File: src/rtl/popcount_stream_accum_if.sv
// Stream bundle for popcount_stream_accum: word input handshake and result output handshake.
interface popcount_stream_accum_if #(
  parameter int DATA_W = 64,
  parameter int ACC_W  = 16,
  parameter int BEAT_W = 8
);
  logic              in_valid;
  logic              in_ready;
  logic [DATA_W-1:0] in_data;
  logic              in_last;
  logic              in_mode;
  logic              out_valid;
  logic              out_ready;
  logic [ACC_W-1:0]  out_count;
  logic [BEAT_W-1:0] out_beats;
  logic              out_ovf;

  modport master (
    output in_valid, in_data, in_last, in_mode, out_ready,
    input  in_ready, out_valid, out_count, out_beats, out_ovf
  );

  modport slave (
    input  in_valid, in_data, in_last, in_mode, out_ready,
    output in_ready, out_valid, out_count, out_beats, out_ovf
  );
endinterface

File: src/rtl/popcount_stream_accum.sv
// Two-stage pipelined popcount with per-word or per-frame accumulation and backpressure.
// Define POPCOUNT_STREAM_SAT_EN to clamp the accumulator at its maximum instead of wrapping.
module popcount_stream_accum #(
  parameter int DATA_W  = 64,
  parameter int CHUNK_W = 8,
  parameter int ACC_W   = 16,
  parameter int BEAT_W  = 8
) (
  input  logic                    clk,
  input  logic                    rst,
  popcount_stream_accum_if.slave  s
);
  localparam int N_CHUNK = DATA_W / CHUNK_W;
  localparam int PC_W    = $clog2(CHUNK_W + 1);
  localparam int WC_W    = $clog2(DATA_W + 1);
  localparam int SUM_W   = ACC_W + 1;

  logic              advance;
  logic [PC_W-1:0]   part_d  [N_CHUNK];
  logic [PC_W-1:0]   s1_part [N_CHUNK];
  logic              s1_valid;
  logic              s1_mode;
  logic              s1_last;
  logic [WC_W-1:0]   wcnt;
  logic [SUM_W-1:0]  sum;
  logic              this_ovf;
  logic [ACC_W-1:0]  acc;
  logic [ACC_W-1:0]  acc_next;
  logic [BEAT_W-1:0] beats;
  logic              ovf_sticky;
  logic              out_valid_q;
  logic [ACC_W-1:0]  out_count_q;
  logic [BEAT_W-1:0] out_beats_q;
  logic              out_ovf_q;

  // Whole pipeline moves together; in_ready must not look at in_valid.
  assign advance     = !out_valid_q || s.out_ready;
  assign s.in_ready  = advance;
  assign s.out_valid = out_valid_q;
  assign s.out_count = out_count_q;
  assign s.out_beats = out_beats_q;
  assign s.out_ovf   = out_ovf_q;

  always_comb begin
    for (int c = 0; c < N_CHUNK; c++) begin
      part_d[c] = '0;
      for (int b = 0; b < CHUNK_W; b++) begin
        part_d[c] = part_d[c] + PC_W'(s.in_data[c*CHUNK_W + b]);
      end
    end
  end

  always_comb begin
    wcnt = '0;
    for (int c = 0; c < N_CHUNK; c++) begin
      wcnt = wcnt + WC_W'(s1_part[c]);
    end
  end

  // Carry out of the extended sum is the overflow indication for this beat.
  assign sum      = {1'b0, acc} + SUM_W'(wcnt);
  assign this_ovf = sum[ACC_W];

`ifdef POPCOUNT_STREAM_SAT_EN
  assign acc_next = this_ovf ? {ACC_W{1'b1}} : sum[ACC_W-1:0];
`else
  assign acc_next = sum[ACC_W-1:0];
`endif

  always_ff @(posedge clk) begin
    if (rst) begin
      s1_valid    <= 1'b0;
      s1_mode     <= 1'b0;
      s1_last     <= 1'b0;
      for (int c = 0; c < N_CHUNK; c++) s1_part[c] <= '0;
      acc         <= '0;
      beats       <= '0;
      ovf_sticky  <= 1'b0;
      out_valid_q <= 1'b0;
      out_count_q <= '0;
      out_beats_q <= '0;
      out_ovf_q   <= 1'b0;
    end else if (advance) begin
      s1_valid <= s.in_valid;
      s1_mode  <= s.in_mode;
      s1_last  <= s.in_last;
      for (int c = 0; c < N_CHUNK; c++) s1_part[c] <= part_d[c];

      if (s1_valid && !s1_mode) begin
        // Per-word results leave any open frame untouched.
        out_valid_q <= 1'b1;
        out_count_q <= ACC_W'(wcnt);
        out_beats_q <= BEAT_W'(1);
        out_ovf_q   <= 1'b0;
      end else if (s1_valid && !s1_last) begin
        acc         <= acc_next;
        beats       <= beats + 1'b1;
        ovf_sticky  <= ovf_sticky | this_ovf;
        out_valid_q <= 1'b0;
      end else if (s1_valid) begin
        out_valid_q <= 1'b1;
        out_count_q <= acc_next;
        out_beats_q <= beats + 1'b1;
        out_ovf_q   <= ovf_sticky | this_ovf;
        acc         <= '0;
        beats       <= '0;
        ovf_sticky  <= 1'b0;
      end else begin
        out_valid_q <= 1'b0;
      end
    end
  end
endmodule

File: src/flat_wrapper.sv
// flat-port wrapper written by rule: the top's interface ports become plain ports
module popcount_stream_accum_flat 
#(
  parameter int DATA_W  = 64,
  parameter int CHUNK_W = 8,
  parameter int ACC_W   = 16,
  parameter int BEAT_W  = 8
)
  (clk, rst, s_in_valid, s_in_data, s_in_last, s_in_mode, s_out_ready, s_in_ready, s_out_valid, s_out_count, s_out_beats, s_out_ovf);
  popcount_stream_accum_if #(.DATA_W(DATA_W), .ACC_W(ACC_W), .BEAT_W(BEAT_W)) s_i ();
  input  logic clk;
  input  logic rst;
  input wire logic [$bits(s_i.in_valid)-1:0] s_in_valid;
  input wire logic [$bits(s_i.in_data)-1:0] s_in_data;
  input wire logic [$bits(s_i.in_last)-1:0] s_in_last;
  input wire logic [$bits(s_i.in_mode)-1:0] s_in_mode;
  input wire logic [$bits(s_i.out_ready)-1:0] s_out_ready;
  output wire logic [$bits(s_i.in_ready)-1:0] s_in_ready;
  output wire logic [$bits(s_i.out_valid)-1:0] s_out_valid;
  output wire logic [$bits(s_i.out_count)-1:0] s_out_count;
  output wire logic [$bits(s_i.out_beats)-1:0] s_out_beats;
  output wire logic [$bits(s_i.out_ovf)-1:0] s_out_ovf;
  assign s_i.in_valid = s_in_valid;
  assign s_i.in_data = s_in_data;
  assign s_i.in_last = s_in_last;
  assign s_i.in_mode = s_in_mode;
  assign s_i.out_ready = s_out_ready;
  assign s_in_ready = s_i.in_ready;
  assign s_out_valid = s_i.out_valid;
  assign s_out_count = s_i.out_count;
  assign s_out_beats = s_i.out_beats;
  assign s_out_ovf = s_i.out_ovf;
  popcount_stream_accum #(.DATA_W(DATA_W), .CHUNK_W(CHUNK_W), .ACC_W(ACC_W), .BEAT_W(BEAT_W)) u_core (.clk(clk), .rst(rst), .s(s_i));
endmodule
File: config.mk
export PLATFORM = sky130hd
export DESIGN_NAME = popcount_stream_accum_flat
export DESIGN_NICKNAME = d
export VERILOG_FILES = /design/src/rtl/popcount_stream_accum_if.sv /design/src/rtl/popcount_stream_accum.sv /design/src/flat_wrapper.sv
export SDC_FILE = /design/constraint.sdc
export NUM_CORES = 1
export LEC_CHECK = 0
export BUFFER_PORTS_ARGS = -buffer_cell sky130_fd_sc_hd__buf_2
export CAP_MARGIN = 5
export CORE_ASPECT_RATIO = 0.7
export CORE_MARGIN = 4
export CORE_UTILIZATION = 50
export DETAILED_ROUTE_END_ITERATION = 10
export PLACE_DENSITY = 0.72
export SLEW_MARGIN = 30
export SYNTH_ARGS = -nofsm -noshare
export SYNTH_HDL_FRONTEND = slang
export SYNTH_SLANG_ARGS = --single-unit
File: constraint.sdc
create_clock -name clk -period 16.1 [get_ports clk]
set_clock_uncertainty 0.1 [all_clocks]
set_input_delay 2.415 -clock clk [delete_from_list [all_inputs] [get_ports clk]]
set_output_delay 2.415 -clock clk [all_outputs]
set_load 0.02 [all_outputs]
After elaboration in Yosys (flattened, before gate mapping)
Memory sizes are Yosys's and may differ from the RTL's.
Index checks and enable logic that the tools add are counted.
{"block": "word_totals", "ff_bits": 54, "mem_bits_rw": 32, "input_bits": 70, "out_inout_bits": 27, "wordCells": 128, "memories": 1}
{"block": "classes", "add_sub_neg": 65, "eq_ne": 1, "mux": 31, "n_bitwise": 10, "reduce_logical": 10}
{"memory": "u_core.s1_part", "words": 8, "word_bits": 4, "read_ports": 8, "rd_clocked_by_memory_dff": 0, "write_ports": 8, "line_no": "popcount_stream_accum.sv:20", "rtl": "logic [PC_W-1:0] s1_part [N_CHUNK];"}
{"operator": "adder 4 x 1 -> 4 bit", "count": 48}
{"operator": "2-to-1 mux 16 bit", "count": 5}
{"operator": "adder 7 x 4 -> 7 bit", "count": 6}
{"operator": "2-to-1 mux 8 bit", "count": 5}
{"operator": "2-to-1 mux 4 bit", "count": 8}
{"operator": "adder 16 x 7 -> 17 bit", "count": 1}
{"operator": "adder 1 x 1 -> 2 bit", "count": 8}
{"operator": "2-to-1 mux 1 bit", "count": 13}
{"operator": "OR 1 bit", "count": 9}
{"operator": "adder 8 x 1 -> 8 bit, second input constant", "count": 1}
{"operator": "AND reduction 3 bit", "count": 2}
{"operator": "adder 4 x 4 -> 5 bit", "count": 1}
{"operator": "nonzero test 2 bit", "count": 2}
{"operator": "zero test 1 bit", "count": 3}
{"operator": "logical AND 1 bit", "count": 2}
{"operator": "!= test 2 x 1 -> 1 bit, second input constant", "count": 1}
{"operator": "logical OR 1 bit", "count": 1}
{"operator": "NOT 1 bit", "count": 1}

Logic depth before layout (Yosys ltp)
Gate-level depths: netlist of run 1.
An unclocked memory read counts as a cell.
{"block": "depth", "depth_word": 13, "ltp_mapped": 24, "mapped_depth_nobuf": 23}

Worst setup path before layout of run 1
No wires, ideal clock.
{"block": "synth_timing", "path_kind": "reg2reg", "from": "memory u_core.s1_part[0][0] (netlist bit)", "to": "register u_core.acc[15]", "setup_time_ps": 74, "t_arrival_ps": 5896, "required_ps": 15926, "slack_ps": 10029, "path_stages_with_launch": 23, "n_path_buf": 1, "synth_period_minus_slack_ps": 6071, "path_cell_list": "edfxtp_1 -> ha_1 -> fa_1 -> xor2_1 -> fa_1 -> inv_1 -> fa_1 -> fa_1 -> inv_1 -> fa_1 -> inv_1 -> fa_1 -> inv_1 -> a21o_1 -> a21oi_1 -> xnor2_1 -> ha_1 -> a21o_1 -> a211o_1 -> buf_6 -> and3b_4 -> or3b_1 -> a31oi_1"}
{"element": "start: declaration", "line_no": "popcount_stream_accum.sv:20"}
{"element": "end signal: assignment", "line_no": "popcount_stream_accum.sv:96", "rtl": "acc <= acc_next;"}
{"element": "end: declaration", "line_no": "popcount_stream_accum.sv:27", "rtl": "logic [ACC_W-1:0] acc;"}

==> flow_summary.json, run 1 <==
{
  "outcome": "complete, no violations",
  "slew_violations": 0,
  "crit_chain": "ha_1 > fa_1 > xor2_1 > fa_1 > inv_1 > fa_1 > fa_1 > inv_1 > fa_1 > inv_1 > fa_1 > inv_1 > a21o_1 > a21oi_1 > xnor2_1 > ha_1 > o211ai_1 > a21oi_1 > o21ai_0 > a21oi_1 > nor4b_1 > a311o_1",
  "combPwrFrac_pct": 61.8,
  "synthFlopType": "dfxtp_1",
  "port_buffers": 96,
  "max-slew-margin-rel_pct": 45.6,
  "ys_ff_latch": 86,
  "final_common_cell": "inv_1",
  "p_per_area_mw_per_mm2": 180,
  "syn_to_final_growth_pct": 15.7,
  "crit_path_end_kind": "register",
  "cp.arrival_ns": 6.67,
  "wl_per_cell_um": 15.0,
  "synth_xor_area_share_pct": 4.84,
  "regArea_mm2": 0.00204,
  "cts_tree": "yes",
  "path_class": "reg2reg",
  "multiInputGateArea_mm2": 0.00338,
  "grt_pass1_wl_um": 22300,
  "grt_pass1_vias": 4516,
  "fill_cells": 1026,
  "fin_ws_ns": 9.62,
  "htree_levels": 3,
  "grt_overflow": 0,
  "finalHoldViolCount": 0,
  "setup-violations-final": 0,
  "syn_inst": 620,
  "post-route-min-period_ns": 6.48,
  "fmax_mhz": 154,
  "met2_length_um": 5800,
  "synth-async-reset-ratio_pct": 0,
  "place_hpwl_um": 10300,
  "clkSinkCount": 86,
  "synthMuxAreaShare_pct": 0.335,
  "die-area_mm2": 0.0138,
  "routed_wl_um": 13100,
  "ant_nets": 0,
  "cp_slowest_cell": "fa_1",
  "wl_met1_um": 6340,
  "vdd_drop_max_v": 0.000145,
  "grt_usage_pct": 19.9,
  "maxCapViolCount": 0,
  "place_ws_ns": 9.65,
  "first_pass_iters": 4,
  "grt_max_degree": 58,
  "cts_made_buffers": 9,
  "sw_frac_of_total_pct": 43.5,
  "holdBufCountCts": 0,
  "clkTransAtPathRegs_ns": 0.06,
  "initial_core_util_pct": 51.1,
  "die_h_um": 99.4,
  "synthSimpleGateAreaFrac_pct": 12.3,
  "critical_path.startpoint_type": "register",
  "syn_avg_cell_area_um2": 9.63,
  "drive_gt1_share_pct": 16.8,
  "required_ns": 16.28,
  "layout_common_cells": "inv_1 (121), buf_2 (96), nor2_1 (56)",
  "cts-root-buf": "clkbuf_16",
  "tns_ns": 0,
  "power_switching_mw": 0.542,
  "antenna_cells": 0,
  "worst_pin_slew_ns": 0.813,
  "synth-seq-area-share_pct": 34.2,
  "p_leak_nw": 3.47,
  "hold_class": "reg2reg",
  "synthAdderAreaFrac_pct": 27.5,
  "fin_crit_sh_pct": 40.3,
  "die_x_um": 139,
  "grt_antenna_before_repair": 0,
  "maxUsedRoutingLayer": "met4",
  "gp_congestion": 0.873,
  "synth_area_mm2": 0.00597,
  "synth_compound_area_share_pct": 11.6,
  "power_frac_seq_pct": 21.3,
  "drc_errors": 0,
  "synth_cell_types": 46,
  "cts_max_path_buffers": 2,
  "ios": 97,
  "p_int_mw": 0.704,
  "fp-row-count": 33,
  "cts_resized": 0,
  "synth_warnings": 0,
  "syn_nets": 790,
  "wl_met3_um": 891,
  "drtIter0Drc": 281,
  "rsz0062_at_grt": "no",
  "synth_top_family_by_area": "adder cells",
  "drt-vias-per-instance": 5.15,
  "cp_common_cell": "fa_1",
  "max_stage_delay_ns": 0.56,
  "postCtsSetupBuffers": 0,
  "synth_edf_count": 32,
  "fp.coreArea_mm2": 0.0117,
  "finalNetCount": 881,
  "clk_latency_ns": 0.34,
  "critPathMaxFanout": 5,
  "clkPwrFrac_pct": 17.0,
  "num_vias": 4498
}
## layer usage
metal,vias up,track usage [%]
li1,2210,-
met1,2146,29.7
met2,134,30.2
met3,8,4.23
met4,0,4.29
met5,-,0
## cell families (layout without fill, tap and decap cells)
| family | Yosys count | after routing |
|---|---|---|
| AOI/OAI and AO/OA | 107 | 107 |
| adders and majority gates | 100 | 100 |
| DFF | 86 | 86 |
| muxes | 2 | 2 |
| and+or+nand+nor | 149 | 149 |
| buffers and inverters | 143 | 239 |
| xor gates and xnor gates | 33 | 33 |
## registers in the layout, summed over array words and instances, names as in the netlist
| register | flops |
|---|---|
| u_core.s1_last | 1 |
| u_core.acc | 16 |
| u_core.s.out_ovf | 1 |
| u_core.s1_mode | 1 |
| u_core.s1_valid | 1 |
| u_core.s.out_count | 16 |
| u_core.s1_part | 32 |
| u_core.s.out_valid | 1 |
| u_core.s.out_beats | 8 |
| u_core.ovf_sticky | 1 |
| u_core.beats | 8 |
## stage by stage
step                total power [mW]  hold slack (ns)  cells  util, %  instance area [µm²]
detailed placement              1.03            0.353    857     56.5                 6600
global placement                1.01            0.340    857     56.5                 6600
finish                          1.25            0.360    873     59.1                 6910
floorplan                      0.861            0.336    620        -                 5970
CTS                             1.25            0.362    873     59.1                 6910
global route                    1.38            0.388    873     59.1                 6910
## power by group through the flow
stage	clock network (mW)	logic [mW]	registers (mW)
3_3_place_gp	0	0.741	0.269
4_1_cts	0.216	0.773	0.266
2_1_floorplan	0	0.589	0.271
6_report	0.211	0.769	0.265
5_1_grt	0.226	0.890	0.268
3_5_place_dp	0	0.760	0.270
## synthesized netlist by cell type (all sizes together) (2+ instances only)
| cell | n | area share [%] |
|---|---|---|
| mux2i | 2 | 0.34 |
| xor2 | 17 | 2.5 |
| o21bai | 2 | 0.25 |
| edfxtp | 32 | 16 |
| nand4 | 2 | 0.21 |
| o21ai | 12 | 1.0 |
| and3 | 11 | 1.2 |
| a31oi | 2 | 0.21 |
| nor2b | 6 | 0.63 |
| a311o | 2 | 0.34 |
| nor2 | 56 | 3.5 |
| clkbuf | 17 | 1.1 |
| fa | 52 | 17 |
| nand3 | 9 | 0.75 |
| buf | 5 | 0.59 |
| inv | 121 | 7.6 |
| a21oi | 41 | 3.4 |
| nor3 | 7 | 0.59 |
| nand2 | 31 | 1.9 |
| o211ai | 2 | 0.25 |
| a311oi | 3 | 0.44 |
| ha | 48 | 10 |
| nor4b | 3 | 0.44 |
| a21o | 9 | 1.1 |
| dfxtp | 54 | 18 |
| nor3b | 8 | 1.0 |
| nand3b | 3 | 0.38 |
| a22oi | 14 | 1.8 |
| or3 | 2 | 0.21 |
| a22o | 9 | 1.3 |
| xnor2 | 16 | 2.3 |
| nand2b | 4 | 0.42 |
| a211oi | 7 | 0.88 |
## final cells by class
class	instances	area share [%]
clock buffers	13	3.82
clock inverters	3	0.634
flip-flops and latches	86	29.6
inverters	121	6.57
multi-input cells	391	49.0
well taps	157	2.84
repair buffers	102	7.61
## worst max-delay path, delay by kind of cell, from the launching register on
| family | cells | cell delay, ns |
|---|---|---|
| AO/OA/AOI/OAI | 7 | 1.32 |
| buffers and inverters | 4 | 0.25 |
| flip-flops | 1 | 0.37 |
| adder cells (fa/ha/maj) | 8 | 3.71 |
| AND/OR/NAND/NOR | 1 | 0.32 |
| XOR/XNOR | 2 | 0.36 |
## worst paths after layout
path,to,slack [ns],from,cells past startpoint
setup reg to reg,u_core.acc[12],9.62,u_core.s1_part[0][0],22
hold reg to reg,u_core.s.out_beats[1],0.36,u_core.s.out_beats[1],2
hold / removal,u_core.s.out_beats[1],0.36,u_core.s.out_beats[1],2
setup / recovery,u_core.acc[12],9.62,u_core.s1_part[0][0],22
No activity file was read; power rests on OpenSTA's default activity.
==> run 2, diff against run 1 <==
- ABC_AREA: default -> 1
- clock period: 16.1 -> 6.67 ns (I/O delays scaled with it)
==> flow_summary.json, run 2 <==
{
  "wl_per_cell_um": 13.4,
  "drc_errors": 0,
  "cp_common_cell": "fa_1",
  "drt-vias-per-instance": 5.00,
  "cts_made_buffers": 9,
  "cts_tree": "yes",
  "num_vias": 4897,
  "final_common_cell": "inv_1",
  "p_leak_nw": 3.60,
  "drive_gt1_share_pct": 15.2,
  "worstRegToRegCells": 22,
  "synth_edf_count": 32,
  "crit_chain": "ha_1 > fa_1 > xor2_1 > fa_1 > inv_1 > fa_1 > fa_1 > inv_1 > fa_1 > inv_1 > fa_1 > nand3b_1 > nand2_1 > xor2_1 > ha_1 > nand2_1 > inv_1 > a21oi_1 > nand2_2 > or2_2 > nand3_1 > a21oi_1",
  "worst_pin_slew_ns": 0.963,
  "syn_to_final_growth_pct": 14.8,
  "layout_common_cells": "inv_1 (165), nand2_1 (120), buf_2 (95)",
  "critPathMaxFanout": 9,
  "whs_ns": 0.361,
  "setup-violations-final": 0,
  "r2r-end": "u_core.s.out_count[7]",
  "htree_levels": 3,
  "vdd_drop_max_v": 0.000380,
  "r2r_start": "u_core.s1_part[0][0]",
  "rsz0062_at_grt": "no",
  "placed_cells": 964,
  "critical-path-top-delay-family": "adder cells",
  "cts_max_path_buffers": 2,
  "outcome": "complete, no violations",
  "crit_path_end_kind": "register",
  "synthFlopType": "dfxtp_1",
  "crit_start": "u_core.s1_part[0][0]",
  "finalHoldViolCount": 0,
  "crit_buf_inv": 4,
  "ys_ff_latch": 86,
  "grt_antenna_before_repair": 0,
  "tns_ns": 0,
  "fp-row-count": 33,
  "synth_most_common_cell": "inv_1",
  "grt_usage_pct": 19.4,
  "cts-root-buf": "clkbuf_16",
  "regMostFlops": "u_core.s1_part",
  "gp_congestion": 0.894,
  "clk_latency_ns": 0.34,
  "maxCapViolCount": 0,
  "antenna_cells": 0,
  "die_x_um": 140,
  "r2r_slack_ns": 0.57,
  "final_cells": 979,
  "initial_core_util_pct": 51.7,
  "grt_overflow": 0,
  "drtIter0Drc": 431,
  "clkTransAtPathRegs_ns": 0.06,
  "whs_path_depth": 2,
  "synth.area.top_cells": "dfxtp_1 (18%), fa_1 (17%), edfxtp_1 (16%), inv_1 (10%), ha_1 (9.8%)",
  "critical_path.startpoint_type": "register",
  "synth_area_leader_cell": "dfxtp_1",
  "hold_class": "reg2reg",
  "clkSinkCount": 86,
  "port_buffers": 96,
  "grt_pass1_wl_um": 22200,
  "synth-seq-area-share_pct": 33.4,
  "fmax_mhz": 164,
  "cp.arrival_ns": 6.20,
  "cts_resized": 0,
  "p_per_area_mw_per_mm2": 443,
  "syn_avg_cell_area_um2": 8.41,
  "path_class": "reg2reg",
  "yosysTopAreaCellShare_pct": 17.7,
  "ant_nets": 0,
  "grt_max_degree": 51,
  "fin_crit_sh_pct": 91.5,
  "place_hpwl_um": 10300,
  "synth_area_mm2": 0.00611,
  "synth-async-reset-ratio_pct": 0,
  "die_h_um": 100,
  "first_pass_iters": 6,
  "post-route-min-period_ns": 6.10,
  "fin_area_mm2": 0.00702,
  "postCtsSetupBuffers": 0,
  "required_ns": 6.77,
  "syn_nets": 897,
  "holdPathEnd": "u_core.s.out_beats[6]",
  "synth_cell_types": 34,
  "holdBufCountCts": 0,
  "fp.coreArea_mm2": 0.0118,
  "cp_slowest_cell": "fa_1",
  "slew_violations": 0,
  "die-area_mm2": 0.0141,
  "max-slew-margin-rel_pct": 35.8,
  "synth_common_cells": "inv_1 (165), nand2_1 (120), nand3_1 (57)",
  "min_from": "u_core.s.out_beats[6]",
  "ios": 97,
  "placed_area_mm2": 0.00672,
  "grt_pass1_vias": 4824,
  "synth_warnings": 0,
  "final_util_pct": 59.4,
  "routed_wl_um": 13100,
  "finalNetCount": 988,
  "largest_register_ffs": 32,
  "max_stage_delay_ns": 0.57,
  "syn_inst": 727
}
## run 2: layout make-up
| cell class | count | area [µm²] |
|---|---|---|
| sequential | 86 | 2040 |
| clock buffer | 12 | 248 |
| tap | 157 | 196 |
| clock inverter | 3 | 45.0 |
| inverter | 170 | 638 |
| multi-input combinational | 454 | 3360 |
| timing repair buffer | 97 | 490 |
| fill | 1038 | 4790 |
## run 2: where the power goes
part	total (mW)	internal [mW]	switching [mW]
combinational	1.97	0.768	1.20
sequential	0.643	0.612	0.0313
clock	0.501	0.301	0.200
total	3.11	1.68	1.43
## run 2: worst min-delay path, stage by stage, from the launching register on
cell	delay, ns
dfxtp_1	0.30
nand2_1	0.06
a21oi_1	0.05
## run 2: per-stage QoR
stage          power (mW)  setup WS (ns)
2_1_floorplan        2.14          0.982
3_3_place_gp         2.47          0.773
3_5_place_dp         2.59          0.584
4_1_cts              3.11          0.561
5_1_grt              3.45          0.234
6_report             3.11          0.569
## run 2: worst max path at each step
stage / to / slack, ns / cells past startpoint
2_1_floorplan: u_core.s.out_count[7] / 0.98 / 22
4_1_cts: u_core.s.out_count[7] / 0.56 / 22
3_5_place_dp: u_core.s.out_count[7] / 0.58 / 22
6_report: u_core.s.out_count[7] / 0.57 / 22
5_1_grt: u_core.s.out_count[7] / 0.23 / 22
3_3_place_gp: u_core.s.out_count[7] / 0.77 / 22
## run 2: kinds of logic (layout without fill, tap and decap cells)
group                      count (synthesis)  after routing  share of synthesized area (%)
DFF                                       86             86                           33.4
and+or+nand+nor                          259            259                           18.7
xor gates and xnor gates                  20             20                           2.87
AOI/OAI and AO/OA                         75             75                           6.47
adders and majority gates                100            100                           26.9
buffers and inverters                    187            282                           11.7
## run 2: layer usage
metal  vias up  wire (µm)  global-route usage, %
met1      2279       5950                   26.7
met2       160       6060                   31.6
met4         0        162                   3.87
met3        18        942                   4.79
li1       2440          -                      -
met5         -          0                      0
==> run 3, diff against run 2 <==
- ABC_AREA: 1 -> default
- PLACE_DENSITY: 0.72 -> 0.82
==> flow_summary.json, run 3 (same netlist as run 1, synthesis figures left out) <==
{
  "slew_violations": 0,
  "final_cells": 869,
  "clkSinkCount": 86,
  "min_from": "u_core.s.out_beats[1]",
  "grt_usage_pct": 19.8,
  "final_common_cell": "inv_1",
  "grt_use_met3_pct": 3.99,
  "crit_start": "u_core.s1_part[0][0]",
  "die_x_um": 139,
  "post-route-min-period_ns": 6.40,
  "finalNetCount": 877,
  "num_vias": 4602,
  "die_h_um": 99.4,
  "power_switching_mw": 1.35,
  "p_int_mw": 1.73,
  "clk_latency_ns": 0.35,
  "antenna_cells": 0,
  "power_frac_seq_pct": 20.9,
  "r2r_start": "u_core.s1_part[0][0]",
  "path_class": "reg2reg",
  "outcome": "complete, no violations",
  "setup-violations-final": 0,
  "first_pass_iters": 5,
  "largest_register_ffs": 32,
  "fmax_mhz": 156,
  "fp-row-count": 33,
  "combPwrFrac_pct": 61.2,
  "grt_util_met1_pct": 26.1,
  "die-area_mm2": 0.0138,
  "maxCapViolCount": 0,
  "hold_class": "reg2reg",
  "drtIter0Drc": 283,
  "clkTransAtPathRegs_ns": 0.07,
  "place_hpwl_um": 10400,
  "place_ws_ns": 0.196,
  "cp.arrival_ns": 6.58,
  "critical_path.startpoint_type": "register",
  "routed_wl_um": 13400,
  "busiest_layer": "met2",
  "layout_common_cells": "inv_1 (121), buf_2 (96), nor2_1 (55)",
  "port_buffers": 96,
  "critPathMaxFanout": 9,
  "grt_antenna_before_repair": 0,
  "grt_overflow": 0,
  "fp.coreArea_mm2": 0.0117,
  "p_leak_nw": 3.47,
  "grt_pass1_vias": 4705,
  "sw_frac_of_total_pct": 43.8,
  "fin_crit_sh_pct": 96.0,
  "rsz0062_at_grt": "no",
  "initial_core_util_pct": 51.1,
  "syn_to_final_growth_pct": 16.1,
  "grt_max_degree": 58,
  "crit_path_end_kind": "register",
  "wl_per_cell_um": 15.4,
  "cts_tree": "yes",
  "grt_pass1_wl_um": 22000,
  "final_util_pct": 59.3,
  "drt-vias-per-instance": 5.30,
  "drive_gt1_share_pct": 17.1,
  "power_mw": 3.08,
  "ios": 97,
  "vdd_drop_max_v": 0.000311,
  "clkPwrFrac_pct": 17.9,
  "drc_errors": 0,
  "required_ns": 6.85,
  "worst_pin_slew_ns": 0.850,
  "cts-root-buf": "clkbuf_16",
  "tns_ns": 0,
  "fin_ws_ns": 0.266,
  "gp_congestion": 0.928,
  "placed_cells": 853,
  "finalHoldViolCount": 0,
  "p_per_area_mw_per_mm2": 445,
  "ant_nets": 0,
  "htree_levels": 3,
  "cts_made_buffers": 9,
  "grtUsageMet2_pct": 33.3,
  "cts_max_path_buffers": 2,
  "max-slew-margin-rel_pct": 43.2,
  "regMostFlops": "u_core.s1_part"
}
-- run 3: cell count changes in the layout (fill, tap and decap cells not counted), moves of 5 or more --
cell and delta:
a21o_1 +9, a22oi_1 +10, a22o_1 +9, nor2b_1 +6, nand2_1 -89, a211oi_1 +5, xnor2_1 +12, and3_1 +9
a21oi_1 -15, nand3_1 -49, inv_1 -44
-- run 3: what timing repair did --
action,CTS,global route
hold buffers,0,0
gates resized for setup,0,4
endpoints found under the setup margin,0,7
setup buffers,0,0
-- run 3: worst paths after layout --
path	cells past startpoint	end	slack [ns]
max	21	u_core.acc[15]	0.27
min	2	u_core.s.out_beats[1]	0.35
max reg2reg	21	u_core.acc[15]	0.27
min reg2reg	2	u_core.s.out_beats[1]	0.35
-- run 3: through the flow --
step           instance area [µm²]  hold WS [ns]
4_1_cts                       6910         0.351
5_1_grt                       6930         0.369
3_5_place_dp                  6570         0.343
2_1_floorplan                 5970         0.336
3_3_place_gp                  6570         0.345
6_report                      6930         0.352
-- run 3: area by class of cell --
| type | count | area [µm²] |
|---|---|---|
| Fill cell | 945 | 4750 |
| Multi-Input combinational cell | 391 | 3410 |
| Clock buffer | 12 | 289 |
| Timing Repair Buffer | 98 | 495 |
| Clock inverter | 4 | 48.8 |
| Sequential cell | 86 | 2040 |
| Inverter | 121 | 454 |
| Tap cell | 157 | 196 |
-- run 3: power by group through the flow --
stage	registers, mW	logic (mW)	clock network (mW)
floorplan	0.655	1.42	0
global placement	0.652	1.74	0
detailed placement	0.654	1.85	0
CTS	0.644	1.86	0.557
global route	0.648	2.11	0.582
finish	0.644	1.89	0.552
-- run 3: metal layers --
layer,vias up,share of wire (%)
met2,170,48
li1,2209,-
met3,23,6.6
met1,2200,44
met4,0,1.7
met5,-,0
-- run 3: critical path, stage by stage (launching register included) --
cell      delay, ns
edfxtp_1       0.37
ha_1           0.24
fa_1           0.47
xor2_1         0.18
fa_1           0.54
inv_1          0.05
fa_1           0.50
fa_1           0.56
inv_1          0.06
fa_1           0.57
inv_1          0.07
fa_1           0.45
inv_1          0.08
a21o_1         0.10
a21oi_1        0.09
xnor2_2        0.22
ha_1           0.32
a21o_1         0.18
a211o_1        0.41
and3b_4        0.26
or3b_1         0.36
a31oi_1        0.16
